**src/rtl/sc_spi_seq.sv**
```systemverilog
// SPI frame sequencer: splits one command into 1-16 back-to-back controller
// frames, sourcing TX words from and capturing RX words into 16x32 buffers.
module sc_spi_seq #(
  parameter int NUM_OF_CS = 32
) (
  input  logic        SPICLK,
  input  logic        SYSRST,
  input  logic        BUFWE,
  input  logic [3:0]  BUFWADDR,
  input  logic [31:0] BUFWDATA,
  input  logic [3:0]  BUFRADDR,
  output logic [31:0] BUFRDATA,
  input  logic        CMDVALID,
  output logic        CMDREADY,
  input  logic [4:0]  CMD_NFRAME,
  input  logic [4:0]  CMD_CSSEL,
  input  logic [8:0]  CMD_DWIDTH,
  input  logic        CMD_KEEPCS,
  input  logic [3:0]  CMD_GAP,
  input  logic        ABORT,
  output logic        BUSY,
  output logic        DONE,
  output logic        ERR,
  output logic        ABORTED,
  output logic        SPISTART,
  input  logic        SPIBUSY,
  output logic [4:0]  CSSEL,
  output logic [8:0]  DWIDTH,
  output logic        CSEXTEND,
  output logic [31:0] TXDATA,
  input  logic [3:0]  TXDPT,
  input  logic [31:0] RXDATA,
  input  logic        RXVALID,
  input  logic [3:0]  RXDPT
);

  // The chip-select index stays 5 bits wide whatever NUM_OF_CS is.
  if (NUM_OF_CS < 1) begin : g_no_cs
  end

  typedef enum logic [2:0] {
    S_IDLE, S_START, S_WBUSY, S_XFER, S_DRAIN, S_GAPW, S_FIN
  } state_t;

  state_t      state_q, state_d;
  logic [4:0]  cssel_q, cssel_d;
  logic [8:0]  dwidth_q, dwidth_d;
  logic [4:0]  nframe_q, nframe_d;
  logic        keepcs_q, keepcs_d;
  logic [3:0]  gap_q, gap_d;
  logic [4:0]  fidx_q, fidx_d;
  logic [3:0]  base_q, base_d;
  logic [3:0]  cnt_q, cnt_d;
  logic        csextend_q, csextend_d;
  logic        aborted_q, aborted_d;
  logic        err_q, err_d;

  logic [31:0] txbuf_q [16];
  logic [31:0] rxbuf_q [16];

  logic [8:0]  cmd_tot;
  logic        cmd_ok;
  logic        last_frame;
  logic        advance;
  logic        rx_we;
  logic [3:0]  rx_addr;

  // Total words = NFRAME * (DWIDTH[8:5] + 1), kept 9 bits so oversize products are visible.
  assign cmd_tot    = ({4'd0, CMD_NFRAME} * {5'd0, CMD_DWIDTH[8:5]}) + {4'd0, CMD_NFRAME};
  assign cmd_ok     = (CMD_NFRAME != 5'd0) && (CMD_NFRAME <= 5'd16) && (cmd_tot <= 9'd16);
  assign last_frame = (fidx_q == (nframe_q - 5'd1));

  always_comb begin
    state_d    = state_q;
    cssel_d    = cssel_q;
    dwidth_d   = dwidth_q;
    nframe_d   = nframe_q;
    keepcs_d   = keepcs_q;
    gap_d      = gap_q;
    fidx_d     = fidx_q;
    base_d     = base_q;
    cnt_d      = cnt_q;
    csextend_d = csextend_q;
    aborted_d  = aborted_q;
    err_d      = 1'b0;
    advance    = 1'b0;
    case (state_q)
      S_IDLE: begin
        if (CMDVALID) begin
          if (cmd_ok) begin
            state_d    = S_START;
            cssel_d    = CMD_CSSEL;
            dwidth_d   = CMD_DWIDTH;
            nframe_d   = CMD_NFRAME;
            keepcs_d   = CMD_KEEPCS;
            gap_d      = CMD_GAP;
            fidx_d     = 5'd0;
            base_d     = 4'd0;
            csextend_d = (CMD_NFRAME > 5'd1) ? 1'b1 : CMD_KEEPCS;
          end else begin
            err_d = 1'b1;
          end
        end
      end
      S_START: state_d = S_WBUSY;
      S_WBUSY: begin
        if (SPIBUSY) state_d = S_XFER;
      end
      S_XFER: begin
        if (!SPIBUSY) begin
          state_d = S_DRAIN;
          cnt_d   = 4'd0;
        end
      end
      S_DRAIN: begin
        // Two cycles so a late final RXVALID still lands in the RX buffer.
        if (cnt_q == 4'd1) begin
          if (last_frame || ABORT) begin
            state_d   = S_FIN;
            aborted_d = ABORT && !last_frame;
            if (ABORT && !last_frame) csextend_d = 1'b0;
          end else if (gap_q == 4'd0) begin
            advance = 1'b1;
          end else begin
            state_d = S_GAPW;
            cnt_d   = 4'd0;
          end
        end else begin
          cnt_d = cnt_q + 4'd1;
        end
      end
      S_GAPW: begin
        if (cnt_q == (gap_q - 4'd1)) advance = 1'b1;
        else cnt_d = cnt_q + 4'd1;
      end
      S_FIN: state_d = S_IDLE;
      default: state_d = S_IDLE;
    endcase
    if (advance) begin
      state_d    = S_START;
      fidx_d     = fidx_q + 5'd1;
      base_d     = base_q + dwidth_q[8:5] + 4'd1;
      csextend_d = ((fidx_q + 5'd2) < nframe_q) ? 1'b1 : keepcs_q;
    end
  end

  always_ff @(posedge SPICLK or posedge SYSRST) begin
    if (SYSRST) begin
      state_q    <= S_IDLE;
      cssel_q    <= 5'd0;
      dwidth_q   <= 9'd0;
      nframe_q   <= 5'd0;
      keepcs_q   <= 1'b0;
      gap_q      <= 4'd0;
      fidx_q     <= 5'd0;
      base_q     <= 4'd0;
      cnt_q      <= 4'd0;
      csextend_q <= 1'b0;
      aborted_q  <= 1'b0;
      err_q      <= 1'b0;
    end else begin
      state_q    <= state_d;
      cssel_q    <= cssel_d;
      dwidth_q   <= dwidth_d;
      nframe_q   <= nframe_d;
      keepcs_q   <= keepcs_d;
      gap_q      <= gap_d;
      fidx_q     <= fidx_d;
      base_q     <= base_d;
      cnt_q      <= cnt_d;
      csextend_q <= csextend_d;
      aborted_q  <= aborted_d;
      err_q      <= err_d;
    end
  end

  // Buffer contents survive reset.
  assign rx_we   = RXVALID && ((state_q == S_XFER) || (state_q == S_DRAIN));
  assign rx_addr = base_q + RXDPT;

  always_ff @(posedge SPICLK) begin
    if (BUFWE) txbuf_q[BUFWADDR] <= BUFWDATA;
    if (rx_we) rxbuf_q[rx_addr] <= RXDATA;
  end

  assign TXDATA   = txbuf_q[base_q + TXDPT];
  assign BUFRDATA = rxbuf_q[BUFRADDR];
  assign CMDREADY = (state_q == S_IDLE);
  assign BUSY     = (state_q != S_IDLE);
  assign SPISTART = (state_q == S_START);
  assign DONE     = (state_q == S_FIN);
  assign ERR      = err_q;
  assign ABORTED  = aborted_q;
  assign CSSEL    = cssel_q;
  assign DWIDTH   = dwidth_q;
  assign CSEXTEND = csextend_q;

endmodule
```
**config.mk**
```make
export PLATFORM = sky130hd
export DESIGN_NAME = sc_spi_seq
export DESIGN_NICKNAME = d
export VERILOG_FILES = /design/src/rtl/sc_spi_seq.sv
export SDC_FILE = /design/constraint.sdc
export NUM_CORES = 1
export LEC_CHECK = 0
export BUFFER_PORTS_ARGS = -buffer_cell sky130_fd_sc_hd__buf_2
export CORE_ASPECT_RATIO = 2
export CORE_MARGIN = 2
export CORE_UTILIZATION = 45
export CTS_BUF_LIST = sky130_fd_sc_hd__clkbuf_8
export DETAILED_ROUTE_END_ITERATION = 7
export PLACE_DENSITY = 0.64
export RECOVER_POWER = 25
export SLEW_MARGIN = 20
export SYNTH_ARGS = -nofsm -noshare
export SYNTH_HDL_FRONTEND = slang
export SYNTH_SLANG_ARGS = --single-unit
```
**constraint.sdc**
```tcl
create_clock -name SPICLK -period 3.81 [get_ports SPICLK]
set_input_delay 0.381 -clock SPICLK [delete_from_list [all_inputs] [get_ports SPICLK]]
set_output_delay 0.381 -clock SPICLK [all_outputs]
set_load 0.01 [all_outputs]
```
==> metrics.md, run 1 <==
| Metric | Value |
|---|---|
| Gate family responsible for the most delay along the worst path | adder cells |
| FILL cells | between 7k and 8k |
| Floorplan Core Area | ~94000 sq um |
| Area of the mapped netlist | around 42000 sq um |
| Full die area | 96500 sq um |
| Count of placed standard cells including taps | 3388 |
| Worst slew margin relative to its limit | a little under two fifths |
| Most frequent standard cell in the layout excluding fill and tap cells | edfxtp_1 |
| Pin count of the biggest net entering global routing | 65 |
| Biggest fanout along the worst timing path | 7 |
| Final setup fails | 32 |
| Via count of the first global-routing pass | around 22k |
| Gpl congestion | about 0.80 |
| Final Max Slew Viols | 0 |
| Master of the slowest instance on the critical path | fa_4 |
| Total via count after detailed routing | 21.4k |
| Fraction of final layout cells sized beyond drive strength 1 | 34.8% |
| Max incr delay on CP | around 0.79 ns |
| Latest clock arrival within the worst-skew pair | 0.83 ns |
| Type of element capturing the critical path | primary output |
| Synth Instances | around 2.0k |
| Startpoint type of the worst setup path | flop |
| Final instance count without filler cells | between 3k and 4k |
| CTS tree | yes |
| Synth warnings | 0 |
| Total wire length after detailed routing | 95700 um |
| DR DRC count | 0 |
| Sequential element share of the synthesized area | between 70% and 80% |
| DR vias/cell | roughly 5.6 |
| Count of state elements after synthesis | between 1k and 1.5k |
| Violations in the final reports | negative setup slack |
| Layout Area Growth over Synthesis | 19.2% |
| Required time of the worst setup path | ~3.4 ns |
| Cell chain of the critical path | ha_4 > inv_2 > fa_4 > buf_12 > buf_16 > buf_8 > mux4_2 > and2_4 > a211oi_2 > a31oi_2 > buf_2 |
| Setup TNS | -2.87 ns |
| Number of DRC markers after the initial detailed-route iteration | 1835 |
| Share of the clock period used by the worst path after layout | 104% |
| Maximum resistive drop on vdd | 0.00193 V |
| Post-synthesis cell type with the largest combined area | edfxtp_1 |
| Total power density per cell area | about 660 nW/um^2 |
| Net Count, Synth | approximately 2.1k |
| Number of buffers on the longest clock path | 3 |
| Post-synth EDFFs | between 1k and 1.5k |
| Arithmetic-cell share of the synthesized area counting full adders, half adders and majority gates | between 1.5 and 2% |
| Clock-pin slew of the registers on the worst-case setup and hold paths | about 0.060 ns |
| Final setup skew | 0.0248 ns |
| Final global-route overflow total | 0 |
| # nets final | approximately 2.6k |
| Port buffer count | between 150 and 200 |
| Dominant synthesized flop cell | edfxtp_1 |
| H-tree depth | 4 |
| Final Hold Fails | 0 |
| Detailed-placement wirelength estimate | 50300 um |
| FP Rows | 159 |
| Total track usage | about a fifth |
| Ys async rst share | 4.03% |
| Initial core utilization | between 40 and 50% |
| Number of library cell types mapped by synthesis | 60 |
| Leakage dissipation | between 15 and 20 nW |
| RSZ-0062 raised after global routing | true |
| Final antenna-violating net count | 0 |
| Area fraction in and, or, nand and nor cells after synthesis | under 10% |
| Dominant combinational cell family by area after synthesis | multiplexers |
| Share of the synthesized area in compound gates (AO/OA/AOI/OAI) | under 10% |
| Critical Path AT | about 3.6 ns |
| Number of placed I/O pins | between 150 and 200 |
| Commonest non-fill, non-tap cells in the layout | 1024 x edfxtp_1, 288 x mux4_2, 155 x clkbuf_8 |
| Top cell type's share of synthesized area | 72.8% |
| Type of the worst setup path | flop to primary output |
| Total power consumption of the routed design | between 30 and 40 mW |
| Class of the most critical hold timing path | input pin to flop |
| Die X | between 200 and 250 um |
| Highest clock rate | about 0.25 GHz |
| Post-synthesis mux area share | between 15 and 20% |
| Top cells by area, synth | edfxtp_1 73%, mux4_2 15%, dfrtp_1 2.5% |
| Drt first pass iters | 5 |
| Total clock buffers created by CTS | ~150 |
| Minimum setup slack after placement | -0.389 ns |
| Max-Cap Viols | 0 |
| CTS root buffer | clkbuf_8 |
| Total clock sinks | ~1.1k |
| First-pass GRT wire length | 142000 um |
| Die height | between 400 and 500 um |
| Slack of the critical path | -0.161 ns |
| Buffers and inverters on the worst path | 5 |
| Post-Synth XOR/XNOR Area | less than 1% |
| Antenna violations before repair | 6 |
| Mean routed wirelength per cell | ~25 um |
| Synthesized area per cell | 21.3 sq um |
| Outcome | finished, violations left |
| Min cycle time layout | 3.97 ns |
| Worst Max-Slew Pin Slew | ~0.94 ns |
path summary, 6_finish.rpt:
kind,startpoint,endpoint,slack (ns),depth (start not counted)
worst max-delay path,base_q[0],TXDATA[30],-0.16,11
worst min-delay path,CMD_NFRAME[0],nframe_q[0],0.1,4
worst max register to register,base_q[0],rxbuf_q[8][10],0.90,7
worst min register to register,DWIDTH[3],DWIDTH[3],0.51,1
max in group asynchronous,SYSRST,DWIDTH[6],2.86,3
min in group asynchronous,SYSRST,gap_q[0],0.35,3
metal layers:
layer  up-vias  GRT usage (%)  part of all wire [%]
met1     11454           29.1                    43
met3       124           4.26                   6.0
li1       9174              -                     -
met2       666           31.4                    49
met4         4           5.94                   1.9
met5         -              0                 0.022
synthesized netlist by cell type (all sizes together), types with 3 or more instances:
master and n:
clkbuf 56, nor3 13, o21a 4, a21boi 3, nor2b 7, mux2 16
and2 50, a21oi 13, nand3 11, xnor2 17, nand2b 9, nand3b 3
inv 40, xor2 11, o21ai 22, o22ai 5, buf 36, and3 3
ha 37, a211oi 35, mux4 288, nor3b 3, a31oi 36, nand2 105
o31ai 3, a21o 4, fa 13, dfrtp 43, nor2 47, edfxtp 1024
cell type report:
class / instances / area (sq um) / share of cell area (%)
antenna: 4 / 10.0 / 0.0199
clock buffer: 154 / 2120 / 4.21
clock inverter: 113 / 653 / 1.30
inverter: 40 / 150 / 0.298
multi-input combinational: 785 / 10500 / 20.9
sequential: 1067 / 31800 / 63.2
tap: 1207 / 1510 / 3.00
timing repair buffer: 422 / 3570 / 7.09
per-stage QoR:
stage | hold slack, ns | cell area, sq um | util, %
after global placement | 0.486 | 45800 | 49.0
after global routing | 0.0699 | 50400 | 53.9
after CTS | 0.203 | 50200 | 53.7
after detailed placement | 0.493 | 45800 | 49.0
after floorplan | 0.480 | 42300 | -
final | 0.0956 | 50400 | 53.9
report_power, final:
group	switching [mW]	total, mW	internal (mW)
Combinational	5.90	11.1	5.24
Clock	4.16	8.39	4.22
Sequential	0.290	13.7	13.4
Total	10.3	33.2	22.9
timing repair:
item,in CTS,in global routing
setup endpoints to repair,32,54
pin swaps,17,26
hold endpoints to repair,1097,0
gates cloned,6,2
setup buffers,22,16
gates resized for setup,71,36
hold buffers,92,0
worst register-to-register path, stage by stage, from the launching register on:
cell,delay (ns)
dfrtp_1,0.42
buf_4,0.15
buf_4,0.15
ha_1,0.21
fa_1,0.52
or3_1,0.59
nor2_4,0.33
buf_12,0.23
flip-flops by register name, indices dropped and copies added, names as in the netlist:
| register | flops |
|---|---|
| txbuf_q | 512 |
| ABORTED | 1 |
| nframe_q | 5 |
| rxbuf_q | 512 |
| gap_q | 4 |
| cnt_q | 4 |
| fidx_q | 5 |
| keepcs_q | 1 |
| DWIDTH | 9 |
| CSEXTEND | 1 |
| CSSEL | 5 |
| ERR | 1 |
| base_q | 4 |
| state_q | 3 |
cells by family (layout without fill, tap and decap cells):
family / count (synthesis) / in the layout
AND/OR/NAND/NOR: 262 / 262
AO/OA/AOI/OAI: 139 / 139
XOR/XNOR: 28 / 28
other: 0 / 4
adder cells (fa/ha/maj): 50 / 50
buffers and inverters: 132 / 729
flip-flops: 1067 / 1067
multiplexers: 306 / 306
(Power assumes the default switching activity.)
==> run 2: changes to the inputs <==
--- a/config.mk
+++ b/config.mk
@@ -12,7 +12,6 @@
 export CTS_BUF_LIST = sky130_fd_sc_hd__clkbuf_8
 export DETAILED_ROUTE_END_ITERATION = 7
 export PLACE_DENSITY = 0.64
-export RECOVER_POWER = 25
 export SLEW_MARGIN = 20
 export SYNTH_ARGS = -nofsm -noshare
 export SYNTH_HDL_FRONTEND = slang
==> metrics.md, run 2 (synthesis results as in run 1) <==
| Metric | Value |
|---|---|
| Outcome | finished, violations left |
| Violations in the final reports | negative setup slack |
| Share of the clock period used by the worst path after layout | 104% |
| Drt first pass iters | 5 |
| Clock-pin slew of the registers on the worst-case setup and hold paths | roughly 0.060 ns |
| Gpl congestion | around 0.8 |
| Mean routed wirelength per cell | around 25 um |
| Count of placed standard cells including taps | about 3.4k |
| Total wire length after detailed routing | approximately 96000 um |
| Final Hold Fails | 0 |
| Max incr delay on CP | 0.79 ns |
| Critical Path AT | roughly 3.6 ns |
| FILL cells | roughly 7.2k |
| DR vias/cell | 5.65 |
| Antenna violations before repair | 6 |
| Total clock buffers created by CTS | between 100 and 150 |
| End-of-flow core utilization | a little over half |
| FF-to-FF setup slack | ~0.90 ns |
| DR DRC count | 0 |
| Master of the slowest instance on the critical path | fa_4 |
| Instance count on the critical path | 11 |
| Worst Max-Slew Pin Slew | 0.942 ns |
| Worst Setup SP | base_q[0] |
| Floorplan Core Area | between 90000 and 100000 sq um |
| Commonest non-fill, non-tap cells in the layout | 1024 x edfxtp_1, 288 x mux4_2, 189 x buf_2 |
| Maximum resistive drop on vdd | just under 0.002 V |
| RSZ-0062 raised after global routing | true |
| Final setup skew | around 0.024 ns |
| Type of the worst setup path | flop to primary output |
| Final global-route overflow total | 0 |
| Buffers and inverters on the worst path | 5 |
| Hold Worst Slack | 0.0991 ns |
| Flip-flop and latch area | approximately 32000 sq um |
| Startpoint type of the worst setup path | flop |
| Port buffer count | approximately 200 |
| CTS tree | yes |
| Class of the most critical hold timing path | input pin to flop |
| Final Max Slew Viols | 0 |
| Number of DRC markers after the initial detailed-route iteration | between 1.5k and 2k |
| Latest clock arrival within the worst-skew pair | around 0.83 ns |
| Slack of the critical path | -0.159 ns |
| Startpoint of the worst register-to-register path | base_q[0] |
| Leakage dissipation | ~17 nW |
| Final setup fails | 32 |
| Total track usage | between 20% and 30% |
| H-tree depth | 4 |
| Layout Area Growth over Synthesis | 19.4% |
| Worst slew margin relative to its limit | 37.1% |
| Number of buffers on the longest clock path | 3 |
| Biggest fanout along the worst timing path | 7 |
| Via count of the first global-routing pass | between 20k and 25k |
| Total power density per cell area | between 600 and 700 nW/um^2 |
| First-pass GRT wire length | roughly 140000 um |
| Max-Cap Viols | 0 |
| Detailed-placement wirelength estimate | a little over 50000 um |
| Die height | roughly 440 um |
| Gate family responsible for the most delay along the worst path | adder cells |
| Number of placed I/O pins | 196 |
| Cell count of the worst hold path | 4 |
| Total clock sinks | approximately 1.1k |
| Most frequent standard cell in the layout excluding fill and tap cells | edfxtp_1 |
| Multi-input combinational cell area | approximately 11000 sq um |
| # nets final | between 2k and 3k |
| Number of cells on the worst reg-to-reg path | 7 |
| Worst setup path end | TXDATA[30] |
| Cell chain of the critical path | ha_4 > inv_2 > fa_4 > buf_12 > buf_16 > buf_8 > mux4_2 > and2_4 > a211oi_2 > a31oi_2 > buf_2 |
| Worst r2r dst | rxbuf_q[8][10] |
| Type of element capturing the critical path | primary output |
| CTS root buffer | clkbuf_8 |
| Min cycle time layout | about 4.0 ns |
| Fraction of final layout cells sized beyond drive strength 1 | between 30 and 40% |
| Total via count after detailed routing | 21.4k |
| Initial core utilization | 45.2% |
| Final instance count without filler cells | between 3k and 4k |
| Final antenna-violating net count | 0 |
| Die X | 221 um |
| Highest clock rate | between 0.2 and 0.3 GHz |
| Required time of the worst setup path | approximately 3.4 ns |
| Pin count of the biggest net entering global routing | 65 |
| Full die area | just under 100000 sq um |
| Total power consumption of the routed design | 33.2 mW |
| FP Rows | between 150 and 200 |
[run 2: cell count changes in the layout (fill, tap and decap cells not counted)]
cell      delta
buf_2       +43
clkbuf_1    -43
[run 2: how the worst min path moves through the flow]
| stage | to | from | slack [ns] |
|---|---|---|---|
| CTS | txbuf_q[14][13] | BUFWADDR[2] | 0.20 |
| floorplan | rxbuf_q[0][0] | RXDATA[0] | 0.48 |
| global route | nframe_q[3] | CMD_NFRAME[3] | 0.07 |
| global placement | DWIDTH[4] | DWIDTH[4] | 0.49 |
| finish | nframe_q[0] | CMD_NFRAME[0] | 0.1 |
| detailed placement | CSSEL[1] | CSSEL[1] | 0.49 |
[run 2: final cells by class]
type | instances | share of cell area [%]
Clock buffer | 154 | 4.20
Antenna cell | 4 | 0.0199
Inverter | 40 | 0.298
Clock inverter | 113 | 1.30
Tap cell | 1207 | 3.00
Sequential cell | 1067 | 63.1
Multi-Input combinational cell | 785 | 20.9
Timing Repair Buffer | 422 | 7.19
[run 2: repair_timing]
item                                    4_1_cts  5_1_grt
gates cloned                                  6        2
setup buffers                                22       16
resized for setup                            71       36
pin swaps                                    17       26
hold endpoints to repair                   1097        0
hold buffers                                 92        0
endpoints found under the setup margin       32       54
[run 2: worst register-to-register path, stage by stage (launching register included)]
cell	delay, ns
dfrtp_1	0.42
buf_4	0.15
buf_4	0.15
ha_1	0.21
fa_1	0.52
or3_1	0.59
nor2_4	0.32
buf_12	0.23
[run 2: where the power goes]
| group | total (mW) | switching, mW | internal, mW |
|---|---|---|---|
| Sequential | 13.7 | 0.290 | 13.4 |
| Clock | 8.38 | 4.16 | 4.23 |
| Combinational | 11.1 | 5.88 | 5.25 |
| Total | 33.2 | 10.3 | 22.9 |
[run 2: metal layers]
layer / vias to the layer above / routed length (um) / track usage (%)
li1: 9175 / - / -
met3: 119 / 6050 / 4.26
met5: - / 21 / 0
met1: 11438 / 41500 / 29.1
met2: 675 / 46400 / 31.4
met4: 4 / 1770 / 5.94
[run 2: metrics by stage]
step	worst slack (ns)	TNS [ns]	area (sq um)
3_5_place_dp	-0.389	-9.22	45800
3_3_place_gp	-0.335	-7.72	45800
4_1_cts	-0.289	-7.68	50200
5_1_grt	-0.280	-6.90	50400
6_report	-0.159	-2.74	50400
2_1_floorplan	-0.0407	-0.473	42300
==> run 3: changes to the inputs <==
--- a/config.mk
+++ b/config.mk
@@ -12,6 +12,7 @@
 export CTS_BUF_LIST = sky130_fd_sc_hd__clkbuf_8
 export DETAILED_ROUTE_END_ITERATION = 7
 export PLACE_DENSITY = 0.64
+export SKIP_LAST_GASP = 1
 export SLEW_MARGIN = 20
 export SYNTH_ARGS = -nofsm -noshare
 export SYNTH_HDL_FRONTEND = slang
==> metrics.md, run 3 (synthesis results as in run 1) <==
| Metric | Value |
|---|---|
| Outcome | finished, violations left |
| Violations in the final reports | negative setup slack |
| Total power consumption of the routed design | about 33 mW |
| RSZ-0062 raised after global routing | true |
| Startpoint of the worst register-to-register path | base_q[0] |
| Number of placed I/O pins | between 150 and 200 |
| Total wire length after detailed routing | roughly 96000 um |
| Maximum resistive drop on vdd | 0.00194 V |
| Initial core utilization | 45.2% |
| Post-route cell area | slightly above 50000 sq um |
| CTS tree | yes |
| Antenna violations before repair | 6 |
| Detailed-placement wirelength estimate | a little over 50000 um |
| Most frequent standard cell in the layout excluding fill and tap cells | edfxtp_1 |
| Type of element capturing the critical path | primary output |
| DR vias/cell | approximately 5.6 |
| Class of the most critical hold timing path | input pin to flop |
| Port buffer count | about 200 |
| Max-Cap Viols | 0 |
| Required time of the worst setup path | approximately 3.4 ns |
| Fraction of final layout cells sized beyond drive strength 1 | a little over a third |
| Clock-pin slew of the registers on the worst-case setup and hold paths | 0.06 ns |
| H-tree depth | 4 |
| Critical Path AT | 3.60 ns |
| Total via count after detailed routing | between 20k and 25k |
| Total track usage | between 20 and 25% |
| Portion of total power attributed to combinational logic | roughly a third |
| Number of DRC markers after the initial detailed-route iteration | around 1.9k |
| Latest clock arrival within the worst-skew pair | 0.83 ns |
| FF-to-FF setup slack | 0.90 ns |
| Number of buffers on the longest clock path | 3 |
| Drt first pass iters | 7 |
| Number of cells on the worst reg-to-reg path | 7 |
| Highest clock rate | approximately 0.25 GHz |
| FP Rows | approximately 160 |
| Cell count of the worst hold path | 4 |
| Min cycle time layout | about 4.0 ns |
| Leakage dissipation | roughly 17 nW |
| Final antenna-violating net count | 0 |
| Hold Startpoint | CMD_NFRAME[0] |
| Final Hold Fails | 0 |
| DR DRC count | 0 |
| Full die area | a little under 100000 sq um |
| Net switching component of the power | 10.3 mW |
| Worst Max-Slew Pin Slew | 0.941 ns |
| Mean routed wirelength per cell | 25.3 um |
| Gpl congestion | ~0.8 |
| Worst r2r dst | rxbuf_q[8][10] |
| Total clock sinks | roughly 1.1k |
| # nets final | ~2.6k |
| Final Max Slew Viols | 0 |
| Biggest fanout along the worst timing path | 7 |
| Via count of the first global-routing pass | about 22k |
| Type of the worst setup path | flop to primary output |
| CTS root buffer | clkbuf_8 |
| Total power density per cell area | approximately 660 nW/um^2 |
| FILL cells | about 7.2k |
| Final setup skew | 0.0294 ns |
| Final global-route overflow total | 0 |
| Slack of the critical path | -0.169 ns |
| Die X | 221 um |
| Pin count of the biggest net entering global routing | 65 |
| Final setup fails | 32 |
| Die height | ~440 um |
| First-pass GRT wire length | 142000 um |
| Commonest non-fill, non-tap cells in the layout | 1024 x edfxtp_1, 288 x mux4_2, 189 x buf_2 |
| Share of the clock period used by the worst path after layout | 104% |
| Share of power burned in registers | between 40% and 50% |
| Worst setup path end | TXDATA[19] |
| Proportion of total power due to net switching | between 30% and 40% |
| Portion of total power attributed to the clock network | roughly 25% |
| Layout Area Growth over Synthesis | 19.3% |
| Startpoint type of the worst setup path | flop |
| Floorplan Core Area | around 94000 sq um |
| Internal Dissipation | 22.8 mW |
| Setup TNS | -3.00 ns |
| Worst slew margin relative to its limit | between 30% and 40% |
| Total clock buffers created by CTS | about 150 |
| Placement Cell Area | about 46000 sq um |
| Worst Setup SP | base_q[0] |
## run 3: cell type report
| class | instances | area, sq um | area share, % |
|---|---|---|---|
| clock buffer | 154 | 2120 | 4.21 |
| clock inverter | 113 | 653 | 1.30 |
| sequential | 1067 | 31800 | 63.1 |
| tap | 1207 | 1510 | 3.00 |
| multi-input combinational | 785 | 10500 | 20.9 |
| antenna | 4 | 10.0 | 0.0199 |
| timing repair buffer | 422 | 3620 | 7.18 |
| inverter | 40 | 150 | 0.298 |
## run 3: power groups by stage
stage / Clock, mW / Combinational [mW] / Sequential (mW)
floorplan: 0 / 5.77 / 13.9
global placement: 0 / 9.26 / 13.9
detailed placement: 0 / 9.34 / 13.9
CTS: 8.64 / 11.0 / 13.7
global route: 9.09 / 11.9 / 13.7
finish: 8.38 / 11.1 / 13.7
## run 3: repair_timing
item | CTS | global route
pin swaps | 17 | 26
hold endpoints to repair | 1097 | 0
hold buffers | 92 | 0
cloned | 6 | 2
buffers inserted | 22 | 16
gates resized for setup | 70 | 30
setup endpoints to repair | 32 | 54
## run 3: through the flow
stage / setup WS [ns] / util, % / std cells / hold slack (ns)
final: -0.169 / 53.9 / 3792 / 0.104
after global routing: -0.277 / 53.9 / 3792 / 0.0699
after CTS: -0.289 / 53.7 / 3775 / 0.203
after detailed placement: -0.389 / 49.0 / 3388 / 0.493
after global placement: -0.335 / 49.0 / 3388 / 0.486
after floorplan: -0.0407 / - / 1984 / 0.480
## run 3: worst max-delay path, cell delays in order (launching register included)
cell and delay (ns):
dfrtp_1 0.41, ha_4 0.16, inv_2 0.03, fa_4 0.79
buf_12 0.14, buf_16 0.16, buf_12 0.13, mux4_2 0.28
and2_4 0.18, a211oi_4 0.18, a31oi_2 0.09, buf_2 0.20
## run 3: how the worst min path moves through the flow
stage	endpoint	slack, ns
2_1_floorplan	rxbuf_q[0][0]	0.48
3_3_place_gp	DWIDTH[4]	0.49
3_5_place_dp	CSSEL[1]	0.49
4_1_cts	txbuf_q[14][13]	0.20
5_1_grt	nframe_q[3]	0.07
6_report	nframe_q[0]	0.10
## run 3: routing by layer
| layer | wire, um | track usage, % | vias up |
|---|---|---|---|
| li1 | - | - | 9177 |
| met1 | 41900 | 29.1 | 11435 |
| met2 | 46400 | 31.4 | 673 |
| met3 | 5710 | 4.26 | 118 |
| met4 | 1740 | 5.94 | 4 |
| met5 | 21 | 0 | - |
